**config.mk**
```make
export PLATFORM = sky130hd
export DESIGN_NAME = decode_stage
export DESIGN_NICKNAME = d
export VERILOG_FILES = /design/src/rtl/rv_pkg.sv /design/src/rtl/rv_decode.sv /design/src/rtl/decode_stage.sv
export SDC_FILE = /design/constraint.sdc
export NUM_CORES = 1
export LEC_CHECK = 0
export BUFFER_PORTS_ARGS = -buffer_cell sky130_fd_sc_hd__buf_2
export CORE_MARGIN = 1.5
export CORE_UTILIZATION = 30
export CTS_CLUSTER_SIZE = 8
export DETAILED_ROUTE_END_ITERATION = 10
export GPL_TIMING_DRIVEN = 0
export SETUP_SLACK_MARGIN = 0.15
export SYNTH_ARGS = -nofsm -noshare
export SYNTH_HDL_FRONTEND = slang
export SYNTH_SLANG_ARGS = --single-unit
export TNS_END_PERCENT = 100
```
**constraint.sdc**
```tcl
create_clock -name i_clk -period 4.3 [get_ports i_clk]
set_clock_uncertainty 0.2 [all_clocks]
set_input_delay 0.43 -clock i_clk [delete_from_list [all_inputs] [get_ports i_clk]]
set_output_delay 0.43 -clock i_clk [all_outputs]
set_load 0.01 [all_outputs]
```
**src/rtl/rv_pkg.sv**
```systemverilog
// RV32I decode definitions shared by the decode stage and its decoder.
// Holds opcode constants, ALU/branch op encodings and the decoded bundle.
package rv_pkg;

    localparam logic [6:0] OPC_OP     = 7'b0110011;
    localparam logic [6:0] OPC_OPIMM  = 7'b0010011;
    localparam logic [6:0] OPC_LOAD   = 7'b0000011;
    localparam logic [6:0] OPC_STORE  = 7'b0100011;
    localparam logic [6:0] OPC_LUI    = 7'b0110111;
    localparam logic [6:0] OPC_AUIPC  = 7'b0010111;
    localparam logic [6:0] OPC_JAL    = 7'b1101111;
    localparam logic [6:0] OPC_JALR   = 7'b1100111;
    localparam logic [6:0] OPC_BRANCH = 7'b1100011;

    localparam logic [2:0] ALU_ADD = 3'b000;
    localparam logic [2:0] ALU_SLL = 3'b001;
    localparam logic [2:0] ALU_SR  = 3'b101;

    localparam logic [2:0] NEVER_BRANCH = 3'b010;
    localparam logic [2:0] BR_RSV       = 3'b011;

    localparam logic [6:0] F7_BASE = 7'b0000000;
    localparam logic [6:0] F7_ALT  = 7'b0100000;

    typedef struct packed {
        logic [31:0] pc;
        logic [2:0]  alu_op;
        logic        alu_sub;
        logic        alu_arith_shift;
        logic [2:0]  branch_op;
        logic [4:0]  rs1;
        logic [4:0]  rs2;
        logic [4:0]  rd;
        logic [31:0] imm;
        logic        use_imm;
        logic        is_branch;
        logic        is_jal;
        logic        is_jalr;
        logic        is_load;
        logic        is_store;
        logic        is_lui;
        logic        is_auipc;
        logic        reg_write;
        logic        illegal;
    } dec_t;

    function automatic dec_t dec_reset();
        dec_t d;
        d           = '0;
        d.branch_op = NEVER_BRANCH;
        return d;
    endfunction

endpackage

```
**src/rtl/rv_decode.sv**
```systemverilog
// Combinational RV32I decoder: instruction word to decoded bundle.
// Illegal encodings still produce a bundle, with side effects suppressed.
module rv_decode
    import rv_pkg::*;
(
    input  logic [31:0] instr_i,
    input  logic [31:0] pc_i,
    output dec_t        dec_o
);

    logic [6:0]  opc;
    logic [2:0]  f3;
    logic [6:0]  f7;
    logic [31:0] imm_i;
    logic [31:0] imm_s;
    logic [31:0] imm_b;
    logic [31:0] imm_u;
    logic [31:0] imm_j;
    logic        wr;
    logic        ill;

    assign opc   = instr_i[6:0];
    assign f3    = instr_i[14:12];
    assign f7    = instr_i[31:25];
    assign imm_i = {{20{instr_i[31]}}, instr_i[31:20]};
    assign imm_s = {{20{instr_i[31]}}, instr_i[31:25], instr_i[11:7]};
    assign imm_b = {{19{instr_i[31]}}, instr_i[31], instr_i[7],
                    instr_i[30:25], instr_i[11:8], 1'b0};
    assign imm_u = {instr_i[31:12], 12'b0};
    assign imm_j = {{11{instr_i[31]}}, instr_i[31], instr_i[19:12],
                    instr_i[20], instr_i[30:21], 1'b0};

    always_comb begin
        dec_o           = '0;
        dec_o.pc        = pc_i;
        dec_o.branch_op = NEVER_BRANCH;
        dec_o.rs1       = instr_i[19:15];
        dec_o.rs2       = instr_i[24:20];
        dec_o.rd        = instr_i[11:7];
        wr              = 1'b0;
        ill             = 1'b0;
        unique case (opc)
            OPC_OP: begin
                dec_o.alu_op          = f3;
                dec_o.alu_sub         = (f3 == ALU_ADD) & f7[5];
                dec_o.alu_arith_shift = (f3 == ALU_SR) & f7[5];
                wr                    = 1'b1;
                ill = !((f7 == F7_BASE) ||
                        ((f7 == F7_ALT) && ((f3 == ALU_ADD) || (f3 == ALU_SR))));
            end
            OPC_OPIMM: begin
                dec_o.alu_op  = f3;
                dec_o.use_imm = 1'b1;
                wr            = 1'b1;
                // Shift-immediates carry only a shamt; funct7 is an opcode extension.
                if (f3 == ALU_SLL) begin
                    dec_o.imm = {27'b0, instr_i[24:20]};
                    ill       = (f7 != F7_BASE);
                end else if (f3 == ALU_SR) begin
                    dec_o.imm             = {27'b0, instr_i[24:20]};
                    dec_o.alu_arith_shift = f7[5];
                    ill = !((f7 == F7_BASE) || (f7 == F7_ALT));
                end else begin
                    dec_o.imm = imm_i;
                end
            end
            OPC_LOAD: begin
                dec_o.use_imm = 1'b1;
                dec_o.imm     = imm_i;
                dec_o.is_load = 1'b1;
                wr            = 1'b1;
            end
            OPC_STORE: begin
                dec_o.use_imm  = 1'b1;
                dec_o.imm      = imm_s;
                dec_o.is_store = 1'b1;
            end
            OPC_LUI: begin
                dec_o.use_imm = 1'b1;
                dec_o.imm     = imm_u;
                dec_o.is_lui  = 1'b1;
                wr            = 1'b1;
            end
            OPC_AUIPC: begin
                dec_o.use_imm  = 1'b1;
                dec_o.imm      = imm_u;
                dec_o.is_auipc = 1'b1;
                wr             = 1'b1;
            end
            OPC_JAL: begin
                dec_o.use_imm = 1'b1;
                dec_o.imm     = imm_j;
                dec_o.is_jal  = 1'b1;
                wr            = 1'b1;
            end
            OPC_JALR: begin
                dec_o.use_imm = 1'b1;
                dec_o.imm     = imm_i;
                dec_o.is_jalr = 1'b1;
                wr            = 1'b1;
            end
            OPC_BRANCH: begin
                dec_o.branch_op = f3;
                dec_o.imm       = imm_b;
                dec_o.is_branch = 1'b1;
                ill = (f3 == NEVER_BRANCH) || (f3 == BR_RSV);
            end
            default: ill = 1'b1;
        endcase
        if (ill) begin
            dec_o.branch_op = NEVER_BRANCH;
            dec_o.is_branch = 1'b0;
            dec_o.is_jal    = 1'b0;
            dec_o.is_jalr   = 1'b0;
            dec_o.is_load   = 1'b0;
            dec_o.is_store  = 1'b0;
            dec_o.is_lui    = 1'b0;
            dec_o.is_auipc  = 1'b0;
        end
        dec_o.reg_write = wr & ~ill & (dec_o.rd != 5'd0);
        dec_o.illegal   = ill;
    end

endmodule

```
**src/rtl/decode_stage.sv**
```systemverilog
// Decode pipeline stage: decoder followed by an output register with one
// skid entry, so o_ready is registered and independent of i_ready.
module decode_stage
    import rv_pkg::*;
(
    input  logic        i_clk,
    input  logic        i_rst,
    input  logic        i_valid,
    output logic        o_ready,
    input  logic [31:0] i_instr,
    input  logic [31:0] i_pc,
    input  logic        i_flush,
    output logic        o_valid,
    input  logic        i_ready,
    output logic [31:0] o_pc,
    output logic [2:0]  o_alu_op,
    output logic        o_alu_sub,
    output logic        o_alu_arith_shift,
    output logic [2:0]  o_branch_op,
    output logic [4:0]  o_rs1,
    output logic [4:0]  o_rs2,
    output logic [4:0]  o_rd,
    output logic [31:0] o_imm,
    output logic        o_use_imm,
    output logic        o_is_branch,
    output logic        o_is_jal,
    output logic        o_is_jalr,
    output logic        o_is_load,
    output logic        o_is_store,
    output logic        o_is_lui,
    output logic        o_is_auipc,
    output logic        o_reg_write,
    output logic        o_illegal
);

    dec_t dec;
    dec_t out_q, out_d;
    dec_t skid_q, skid_d;
    logic out_vld_q, out_vld_d;
    logic skid_vld_q, skid_vld_d;
    logic rdy_q, rdy_d;
    logic acc;
    logic xfer;

    rv_decode u_dec (
        .instr_i (i_instr),
        .pc_i    (i_pc),
        .dec_o   (dec)
    );

    assign acc  = i_valid & rdy_q;
    assign xfer = out_vld_q & i_ready;

    always_comb begin
        out_d      = out_q;
        out_vld_d  = out_vld_q;
        skid_d     = skid_q;
        skid_vld_d = skid_vld_q;
        if (i_flush) begin
            out_vld_d  = 1'b0;
            skid_vld_d = 1'b0;
        end else if (!out_vld_q || xfer) begin
            // rdy_q is low whenever the skid is full, so acc cannot collide here
            if (skid_vld_q) begin
                out_d      = skid_q;
                out_vld_d  = 1'b1;
                skid_vld_d = 1'b0;
            end else begin
                out_vld_d = acc;
                if (acc) out_d = dec;
            end
        end else if (acc) begin
            skid_d     = dec;
            skid_vld_d = 1'b1;
        end
        rdy_d = !skid_vld_d;
    end

    always_ff @(posedge i_clk) begin
        if (i_rst) begin
            out_q      <= dec_reset();
            skid_q     <= dec_reset();
            out_vld_q  <= 1'b0;
            skid_vld_q <= 1'b0;
            rdy_q      <= 1'b0;
        end else begin
            out_q      <= out_d;
            skid_q     <= skid_d;
            out_vld_q  <= out_vld_d;
            skid_vld_q <= skid_vld_d;
            rdy_q      <= rdy_d;
        end
    end

    assign o_ready           = rdy_q;
    assign o_valid           = out_vld_q;
    assign o_pc              = out_q.pc;
    assign o_alu_op          = out_q.alu_op;
    assign o_alu_sub         = out_q.alu_sub;
    assign o_alu_arith_shift = out_q.alu_arith_shift;
    assign o_branch_op       = out_q.branch_op;
    assign o_rs1             = out_q.rs1;
    assign o_rs2             = out_q.rs2;
    assign o_rd              = out_q.rd;
    assign o_imm             = out_q.imm;
    assign o_use_imm         = out_q.use_imm;
    assign o_is_branch       = out_q.is_branch;
    assign o_is_jal          = out_q.is_jal;
    assign o_is_jalr         = out_q.is_jalr;
    assign o_is_load         = out_q.is_load;
    assign o_is_store        = out_q.is_store;
    assign o_is_lui          = out_q.is_lui;
    assign o_is_auipc        = out_q.is_auipc;
    assign o_reg_write       = out_q.reg_write;
    assign o_illegal         = out_q.illegal;

endmodule

```
## Yosys cells after proc, flatten, opt, wreduce, memory -nomap -nowiden

Index checks and enable logic that the tools add are counted.
Widths: inputs -> output; s select.

- Register bits after elaboration: 197
- Input port bits: 69
- Output and inout port bits: 99

- Eq/ne operators: 14
- Muxes and demuxes: 29
- Bitwise operators: 9
- Reduce and logical (&&, ||, !) cells: 24

Operators with widths:

| kind | number |
|---|---|
| $mux 97 | 2 |
| $pmux 32 s6 | 1 |
| $mux 32 | 2 |
| $eq 7x6->1 const B | 4 |
| $eq 7x7->1 const B | 3 |
| $mux 1 | 18 |
| $eq 7x5->1 const B | 2 |
| $reduce_or 7->1 | 2 |
| $mux 3 | 3 |
| $reduce_or 2->1 | 4 |
| $eq 7x2->1 const B | 1 |
| $logic_not 7->1 | 1 |
| $mux 7 | 1 |
| $reduce_bool 7->1 | 1 |
| $and 1x1->1 | 6 |
| $eq 3x2->1 const B | 2 |
| $reduce_and 3->1 | 2 |
| $reduce_or 6->1 | 1 |
| $logic_or 1x1->1 | 5 |
| $reduce_bool 5->1 | 1 |
| $logic_not 1->1 | 4 |
| $pmux 1 s4 | 1 |
| $eq 3x1->1 const B | 1 |
| $eq 3x3->1 const B | 1 |
| other kinds (5) | 7 |

## Logic depth before layout (Yosys ltp)

Gate-level depths: netlist of the first run.

- Depth in word-level cells: 11
- Gate-level depth with buffers: 8
- Depth with buffers taken out: 5

## Hierarchy

From an unflattened synthesis of the first run, not the netlist that was laid out.

- Cells, all modules: 1,079
- Area, all modules: 10,281.1 sq um

Modules (own cells, without submodules):

| module | times used | cells an instance | area an instance (sq um) |
|---|---|---|---|
| decode_stage | 1 | 889 | 9,093.7 |
| rv_decode | 1 | 190 | 1,187.4 |

## Least setup slack after synthesis of the first run

Ideal clock, no wire load.

- Kind: input port to flip-flop
- Start: input i_instr[5]
- End: register out_q, in the netlist o_imm[23]
- Arrival: 1,758 ps
- Required time: 4,019 ps
- Path slack: 2,261 ps
- Stages: 6
- Path buffers: 2
- Path through: buf_4 -> or4_4 -> a31oi_4 -> a21oi_2 -> buf_6 -> a211oi_2

- Longest elaborated chain between the ends: 5

RTL lines:

| item | line | source |
|---|---|---|
| start, declared | decode_stage.sv:10 | `input logic [31:0] i_instr,` |
| $eq 7x2->1, or another cell as far along | rv_decode.sv:42 | `unique case (opc)` |
| $reduce_or 2->1 (no source line) | -- |  |
| $pmux 32 s6 (*) | rv_decode.sv:42 |  |
| $mux 97 (*) | decode_stage.sv:70 | `if (acc) out_d = dec;` |
| $mux 97 (*) | decode_stage.sv:64 | `if (skid_vld_q) begin` |
| end signal, assigned | decode_stage.sv:81 | `out_q <= dec_reset();` |
| end signal, assigned | decode_stage.sv:87 | `out_q <= out_d;` |
| end, declared | decode_stage.sv:37 | `dec_t out_q, out_d;` |

Every way passes the cells marked *; elsewhere a longest branch is shown, timed or not. The select of a mux whose other input is x is not followed.
A chain may end at the register's enable or synchronous reset.

## Worst setup path in the final report of the first run

- Start: register out_vld_q (netlist: o_valid)
- End: register skid_q[58] (netlist bit)

- Longest elaborated chain between the ends: 4

RTL lines:

| item | line | source |
|---|---|---|
| start, declared | decode_stage.sv:39 | `logic out_vld_q, out_vld_d;` |
| start signal, assigned | decode_stage.sv:89 | `out_vld_q <= out_vld_d;` |
| $and 1x1->1 or $logic_not 1->1 (tied branches) | decode_stage.sv:52, decode_stage.sv:62 |  |
| $logic_or 1x1->1 (*) | decode_stage.sv:62 | `end else if (!out_vld_q \|\| xfer) begin` |
| $not 1->1 (no source line) (*) | -- |  |
| $reduce_and 3->1 (no source line) (*) | -- |  |
| end signal, assigned | decode_stage.sv:82 | `skid_q <= dec_reset();` |
| end signal, assigned | decode_stage.sv:88 | `skid_q <= skid_d;` |
| end, declared | decode_stage.sv:38 | `dec_t skid_q, skid_d;` |

Every way passes the cells marked *; elsewhere a longest branch is shown, timed or not.

==> qor.csv, run 1 <==
stage,metric,value,unit
cts,# hold bufs at CTS,0,
global_route,total congestion overflow,0,
global_route,largest net degree at the start of global routing,22,
cts,TritonCTS Buffers,17,
synth,Yosys cell types,62,
worst_setup_path,critical-path maximum fanout,10,
global_route,global-route wire length before repair,43500,µm
synth,synth warn,0,
timing,Final min period,2.64,ns
global_route,GR peak layer,met2,
synth,ys flop type,dfxtp_1,
placed_design,placed cells,1521,
worst_setup_path,FF-to-FF path depth,6,
timing,Slew Limit Fails,0,
cts,H-tree depth,4,
synth,most frequent cell after synthesis,dfxtp_1,
die,die area,28800,µm²
global_route,met1 Use GR,27.4,%
finish,share of cells above drive strength 1,19.8,%
synth,"FFs w/ async S/R, synth",0,%
synth,sequential share of the synthesized area,47.3,%
timing,RSZ-0062 raised after global routing,false,
global_route,GRT Total Usage,19.9,%
synth,Post-synth EDFFs,0,
finish,Layout Nets,1237,
timing,fin crit share,61.4,%
cts,Worst-path clk slew,0.08,ns
worst_hold_path,HP Class,in2reg,
placed_design,GP Congestion,0.887,
global_route,grt met2 use,30.9,%
worst_hold_path,Hold EP,skid_q[86],
routing,Pre-antenna DRT Iters,5,
routing,routed length per instance,18.3,µm
die,I/O pin count,168,
routing,vias per cell,5.13,
routing,post-route ant nets,0,
worst_hold_path,Hold Crit Start,i_pc[21],
timing,final hold violations,0,
synth,synthesized area,8340,µm²
cts,Root Buffer,clkbuf_16,
die,starting density of the core,30.8,%
synth,Cells after Synth,986,
cts,Resized cells post-CTS,0,
power_and_ir_drop,PwrDens,378,nW/µm²
synth,syn_nets,1055,
timing,Final TNS setup,0,ns
timing,Slew headroom,35.4,%
flow_run,number of max-cap violations,0,
worst_setup_path,reg2reg start,o_valid,
global_route,antenna violations before repair,1,
global_route,vias in the first global route,7386,
power_and_ir_drop,Peak supply drop,181,µV
cts,CTS Buffer Depth,2,
finish,post-route insts no fill,1554,
outcome,status,completed,
routing,total vias in the final route,7969,
worst_hold_path,Hold Path Stages,3,
die,# rows,60,
cts,clock latency on the worst-skew pair,0.44,ns
routing,Iteration-0 DRC Markers,685,
synth,cell taking the most area after synthesis,dfxtp_1,
routing,"wirelength, routed",28400,µm
worst_setup_path,startpoint types,flip-flop,
timing,FMAX,379,MHz
global_route,met3 usage,3.33,%
die,Die Ht,170,µm
routing,DRC Markers,0,
worst_setup_path,CP endpoint kind,flip-flop,
finish,synth-to-layout area growth,22.7,%
die,core area,27100,µm²
cts,clk sinks,197,
timing,setup violators final,0,
worst_setup_path,RR Endpoint,skid_q[58],
power_and_ir_drop,static leakage,3.70,nW
worst_setup_path,"Req. time, crit path",4.47,ns
worst_setup_path,path type of the worst setup path,reg2reg,
placed_design,port buffer count,163,
worst_setup_path,reg2reg setup slack,1.66,ns
synth,largest cells by area after synthesis,"dfxtp_1 47%, nand2_1 7.0%, a21oi_1 6.2%",
synth,top cell type's share of synthesized area,47.3,%
cts,"Setup Fix Bufs, Post-CTS",0,
synth,Avg Inst Size Synth,8.45,µm²
worst_setup_path,Worst Path Arrival,2.81,ns
die,chip width,170,µm
timing,Tightest Pin Transition,0.962,ns
placed_design,DP HPWL,20900,µm
synth,Yosys reg bits,197,
cts,CTS tree,yes,
synth,"top cells by count, synth","197 x dfxtp_1, 155 x nand2_1, 104 x a21oi_1",
-- cell usage in the layout, fill, tap and decap left out, drive strengths merged, types with 4 or more instances in the layout --
cell	synthesis	layout
nor2b	4	4
nand2	155	155
nand2b	4	4
nor4	5	5
nand3b	23	23
dfxtp	197	197
or3	4	4
inv	9	13
mux2i	48	48
buf	24	187
a21oi	105	105
a221oi	6	6
nand3	20	20
a31oi	8	8
o211ai	10	10
a22o	6	6
and3	5	5
o21ai	69	69
clkinv	0	11
nor3	13	13
a211oi	74	74
clkbuf	68	85
nor2	85	85
-- worst max-delay path, cell delays in order, from the launching register on --
cell and delay, ns:
dfxtp_1 0.34, nand2b_1 0.12, nor3_1 0.76, clkbuf_1 0.53, buf_2 0.38, o21ai_0 0.14
nand3_1 0.09
-- routing by layer --
layer	part of all wire (%)	wire length, µm
met1	47	13300
met3	5.1	1450
met4	2.4	675
met2	46	13000
met5	0	0
-- how the worst max path moves through the flow --
stage | start | end | slack, ns | cells after the start
2_1_floorplan | i_instr[5] | o_imm[23] | 2.26 | 6
3_3_place_gp | i_ready | skid_q[58] | 1.43 | 7
3_5_place_dp | i_ready | skid_q[93] | 1.39 | 7
4_1_cts | o_valid | skid_q[58] | 1.62 | 6
5_1_grt | o_valid | skid_q[55] | 1.52 | 6
6_report | o_valid | skid_q[58] | 1.66 | 6
-- sequential cells by signal (all words and copies together), names as in the netlist, 3 cells and up --
signal / flops
o_alu_op: 3
o_rs2: 5
o_branch_op: 3
o_imm: 32
o_rd: 5
skid_q: 97
o_pc: 32
o_rs1: 5
-- per-stage QoR --
step           cell area, µm²  utilization, %  power [mW]  worst slack, ns  hold WS (ns)
2_1_floorplan            8340               -        2.12             2.26         0.232
3_3_place_gp             9620            35.5        2.28             1.43         0.241
3_5_place_dp             9620            35.5        2.28             1.39         0.246
4_1_cts                 10200            37.7        3.90             1.62       0.00108
5_1_grt                 10200            37.7        4.01             1.52        0.0254
6_report                10200            37.8        3.87             1.66        0.0240
-- report_power, final --
group | internal [mW] | switching [mW]
registers | 1.87 | 0.0247
clock network | 0.789 | 0.841
logic | 0.122 | 0.227
total | 2.78 | 1.09
-- cells by family (layout without fill, tap and decap cells) --
logic type,count (synthesis),after routing,share of synthesized area [%]
simple gates,342,342,18.9
compound gates,297,297,22.8
flops,197,197,47.3
buf+inv,101,296,5.10
mux,48,48,5.76
xor+xnor,1,1,0.105
other cells,0,1,0
-- area by class of cell --
class                           instances  area (µm²)
Clock inverter                         15         186
Multi-Input combinational cell        688        3970
Sequential cell                       197        3940
Fill cell                            2829       16900
Inverter                                9        33.8
Clock buffer                           17         425
Antenna cell                            1        2.50
Buffer                                 92         392
Timing Repair Buffer                  163         816
Tap cell                              372         465
Note: power is estimated with default switching activity, not from simulation.
==> run 2: changes to the inputs <==
--- a/config.mk
+++ b/config.mk
@@ -5,6 +5,7 @@
 export SDC_FILE = /design/constraint.sdc
 export NUM_CORES = 1
 export LEC_CHECK = 0
+export ABC_AREA = 1
 export BUFFER_PORTS_ARGS = -buffer_cell sky130_fd_sc_hd__buf_2
 export CORE_MARGIN = 1.5
 export CORE_UTILIZATION = 30
==> constraint.sdc (replaced) <==
create_clock -name i_clk -period 2.6 [get_ports i_clk]
set_clock_uncertainty 0.2 [all_clocks]
set_input_delay 0.26 -clock i_clk [delete_from_list [all_inputs] [get_ports i_clk]]
set_output_delay 0.26 -clock i_clk [all_outputs]
set_load 0.01 [all_outputs]
==> run 2 against run 1 <==
Against the previous run:
- synthesized cell count increased by 15%
- register-to-register slack worse by 1.3 ns
- critical endpoint is now o_is_auipc
- synthesized area is 2.6% higher
- via count rose by 8.8%
- largest power group unchanged
==> qor.csv, run 2 <==
stage,metric,value,unit
finish,cell area after layout,11100,µm²
synth,Cells after Synth,1137,
finish,synth-to-layout area growth,29.5,%
finish,Largest register FFs,97,
worst_setup_path,Worst Path Arrival,2.47,ns
power_and_ir_drop,Tot Pwr,6.53,mW
finish,"commonest non-fill, non-tap cell in the layout",buf_2,
cts,"Setup Fix Bufs, Post-CTS",0,
synth,Yosys reg bits,197,
synth,Yosys cell types,35,
timing,FMAX,439,MHz
cts,TritonCTS Buffers,17,
global_route,total congestion overflow,0,
finish,post-route insts no fill,1776,
synth,"top cells by count, synth","197 x dfxtp_1, 195 x nand2_1, 194 x o21ai_0",
finish,"Most flops, register",skid_q,
routing,Pre-antenna DRT Iters,5,
cts,CTS tree,yes,
synth,synthesized area,8550,µm²
routing,vias per cell,4.88,
die,I/O pin count,168,
timing,Slew headroom,48.3,%
cts,clock latency on the worst-skew pair,0.45,ns
synth,top cell type's share of synthesized area,46.1,%
cts,Root Buffer,clkbuf_16,
power_and_ir_drop,static leakage,5.27,nW
worst_setup_path,CP max stage cell,dfxtp_1,
cts,clk sinks,197,
worst_setup_path,CP endpoint kind,flip-flop,
timing,Final min period,2.28,ns
synth,cell taking the most area after synthesis,dfxtp_1,
global_route,global-route wire length before repair,44900,µm
finish,footprint of the multi-input gates,3860,µm²
die,chip width,172,µm
power_and_ir_drop,PwrDens,590,nW/µm²
finish,fillers,2945,
synth,post-synthesis compound-gate area fraction,25.9,%
power_and_ir_drop,Peak supply drop,430,µV
finish,FF/Latch Area,3940,µm²
timing,RSZ-0062 raised after global routing,false,
placed_design,DP HPWL,21300,µm
placed_design,port buffer count,167,
die,Die Ht,172,µm
global_route,GR peak layer,met2,
routing,post-route ant nets,0,
synth,fraction of synthesized area in multiplexers,0,%
worst_setup_path,critical-path maximum fanout,10,
synth,"FFs w/ async S/R, synth",0,%
outcome,status,completed,
synth,Post-Synth XOR/XNOR Area,0,%
synth,sequential share of the synthesized area,46.1,%
worst_setup_path,startpoint types,flip-flop,
worst_hold_path,HP Class,in2reg,
global_route,met3 usage,3.80,%
placed_design,Setup Slack @ Placement,0.352,ns
worst_setup_path,"delay-heaviest family, CP",buffers and inverters,
timing,setup violators final,0,
global_route,GRT Total Usage,20.0,%
synth,Post-synth EDFFs,0,
routing,DRC Markers,0,
worst_setup_path,reg2reg start,skid_vld_q,
worst_setup_path,"Req. time, crit path",2.80,ns
synth,combinational family with the most area after synthesis,compound AO/OA/AOI/OAI gates,
worst_setup_path,CP cell instances,buf_4 > inv_2 > a21oi_2 > nand2_2 > inv_2 > buf_4 > buf_2 > o211ai_1 > inv_1,
timing,Tightest Pin Transition,0.775,ns
worst_setup_path,"slowest stage delay, CP",0.31,ns
synth,Avg Inst Size Synth,7.52,µm²
placed_design,placed cells,1682,
global_route,antenna violations before repair,4,
die,starting density of the core,30.6,%
routing,Iteration-0 DRC Markers,771,
cts,H-tree depth,4,
worst_hold_path,Hold Crit Start,i_instr[14],
timing,Final TNS setup,0,ns
synth,largest cells by area after synthesis,"dfxtp_1 46%, o21ai_0 11%, nand2_1 8.6%",
synth,syn_nets,1206,
finish,fin util,39.6,%
routing,total vias in the final route,8667,
synth,Synth Area in Simple Gates,19.3,%
finish,most frequent cells in the layout,"198 x buf_2, 197 x dfxtp_1, 195 x nand2_1, 194 x o21ai_0, 136 x a21oi_1",
routing,routed length per instance,16.5,µm
worst_setup_path,Setup crit start,skid_vld_q,
die,# rows,61,
die,core area,27900,µm²
finish,Layout Nets,1451,
timing,Hold WS,0.0264,ns
timing,Slew Limit Fails,0,
synth,most frequent cell after synthesis,dfxtp_1,
timing,Final WS setup,0.324,ns
global_route,grt met2 use,32.7,%
cts,CTS Buffer Depth,2,
global_route,vias in the first global route,8095,
synth,synth warn,0,
global_route,largest net degree at the start of global routing,21,
synth,Post-Synth Adder-Cell Area,0,%
placed_design,Post-DP Area,9860,µm²
cts,Worst-path clk slew,0.08,ns
timing,final hold violations,0,
die,die area,29500,µm²
routing,"wirelength, routed",29300,µm
global_route,met1 Use GR,26.4,%
worst_setup_path,Worst Path Buf+Inv,6,
placed_design,GP Congestion,0.913,
timing,fin crit share,87.5,%
synth,ys flop type,dfxtp_1,
flow_run,number of max-cap violations,0,
finish,share of cells above drive strength 1,22.9,%
worst_setup_path,path type of the worst setup path,reg2reg,
-- run 2: worst paths after layout --
kind	endpoint	slack (ns)	cells after the start
worst max-delay path	o_is_auipc	0.32	9
worst min-delay path	skid_q[24]	0.03	5
worst max register to register	o_is_auipc	0.32	9
worst min register to register	skid_q[58]	0.26	2
-- run 2: cell families (layout without fill, tap and decap cells) --
group                  after synthesis  count (layout)
other                                0               3
AND/OR/NAND/NOR                    359             359
flip-flops                         197             197
buffers and inverters              171             429
AO/OA/AOI/OAI                      410             410
-- run 2: where the power goes --
part | leakage [nW] | total (mW) | switching [mW] | internal (mW)
clock | 0.291 | 2.76 | 1.37 | 1.38
sequential | 1.60 | 3.14 | 0.0426 | 3.10
combinational | 3.38 | 0.632 | 0.376 | 0.256
total | 5.27 | 6.53 | 1.79 | 4.74
-- run 2: timing repair --
item	in CTS	in global routing
resized for setup	0	4
endpoints found under the hold margin	119	0
hold buffers	59	0
setup endpoints to repair	0	3
-- run 2: metal layers --
| metal | up-vias | routed length (µm) |
|---|---|---|
| li1 | 4296 | - |
| met1 | 4071 | 13500 |
| met2 | 262 | 13400 |
| met3 | 38 | 1810 |
| met4 | 0 | 579 |
| met5 | - | 0 |
-- run 2: final cells by class --
type,instances,area share [%]
antenna,3,0.0678
buffer,89,3.98
clock buffer,17,3.84
clock inverter,15,1.66
inverter,82,2.78
multi-input combinational,769,34.9
sequential,197,35.6
tap,378,4.27
timing repair buffer,226,12.9
-- run 2: worst register-to-register path, cell delays in order (launching register included) --
cell and delay, ns:
dfxtp_1 0.31, buf_4 0.20, inv_2 0.13, a21oi_2 0.18, nand2_2 0.16, inv_2 0.31
buf_4 0.27, buf_2 0.28, o211ai_1 0.11, inv_1 0.08
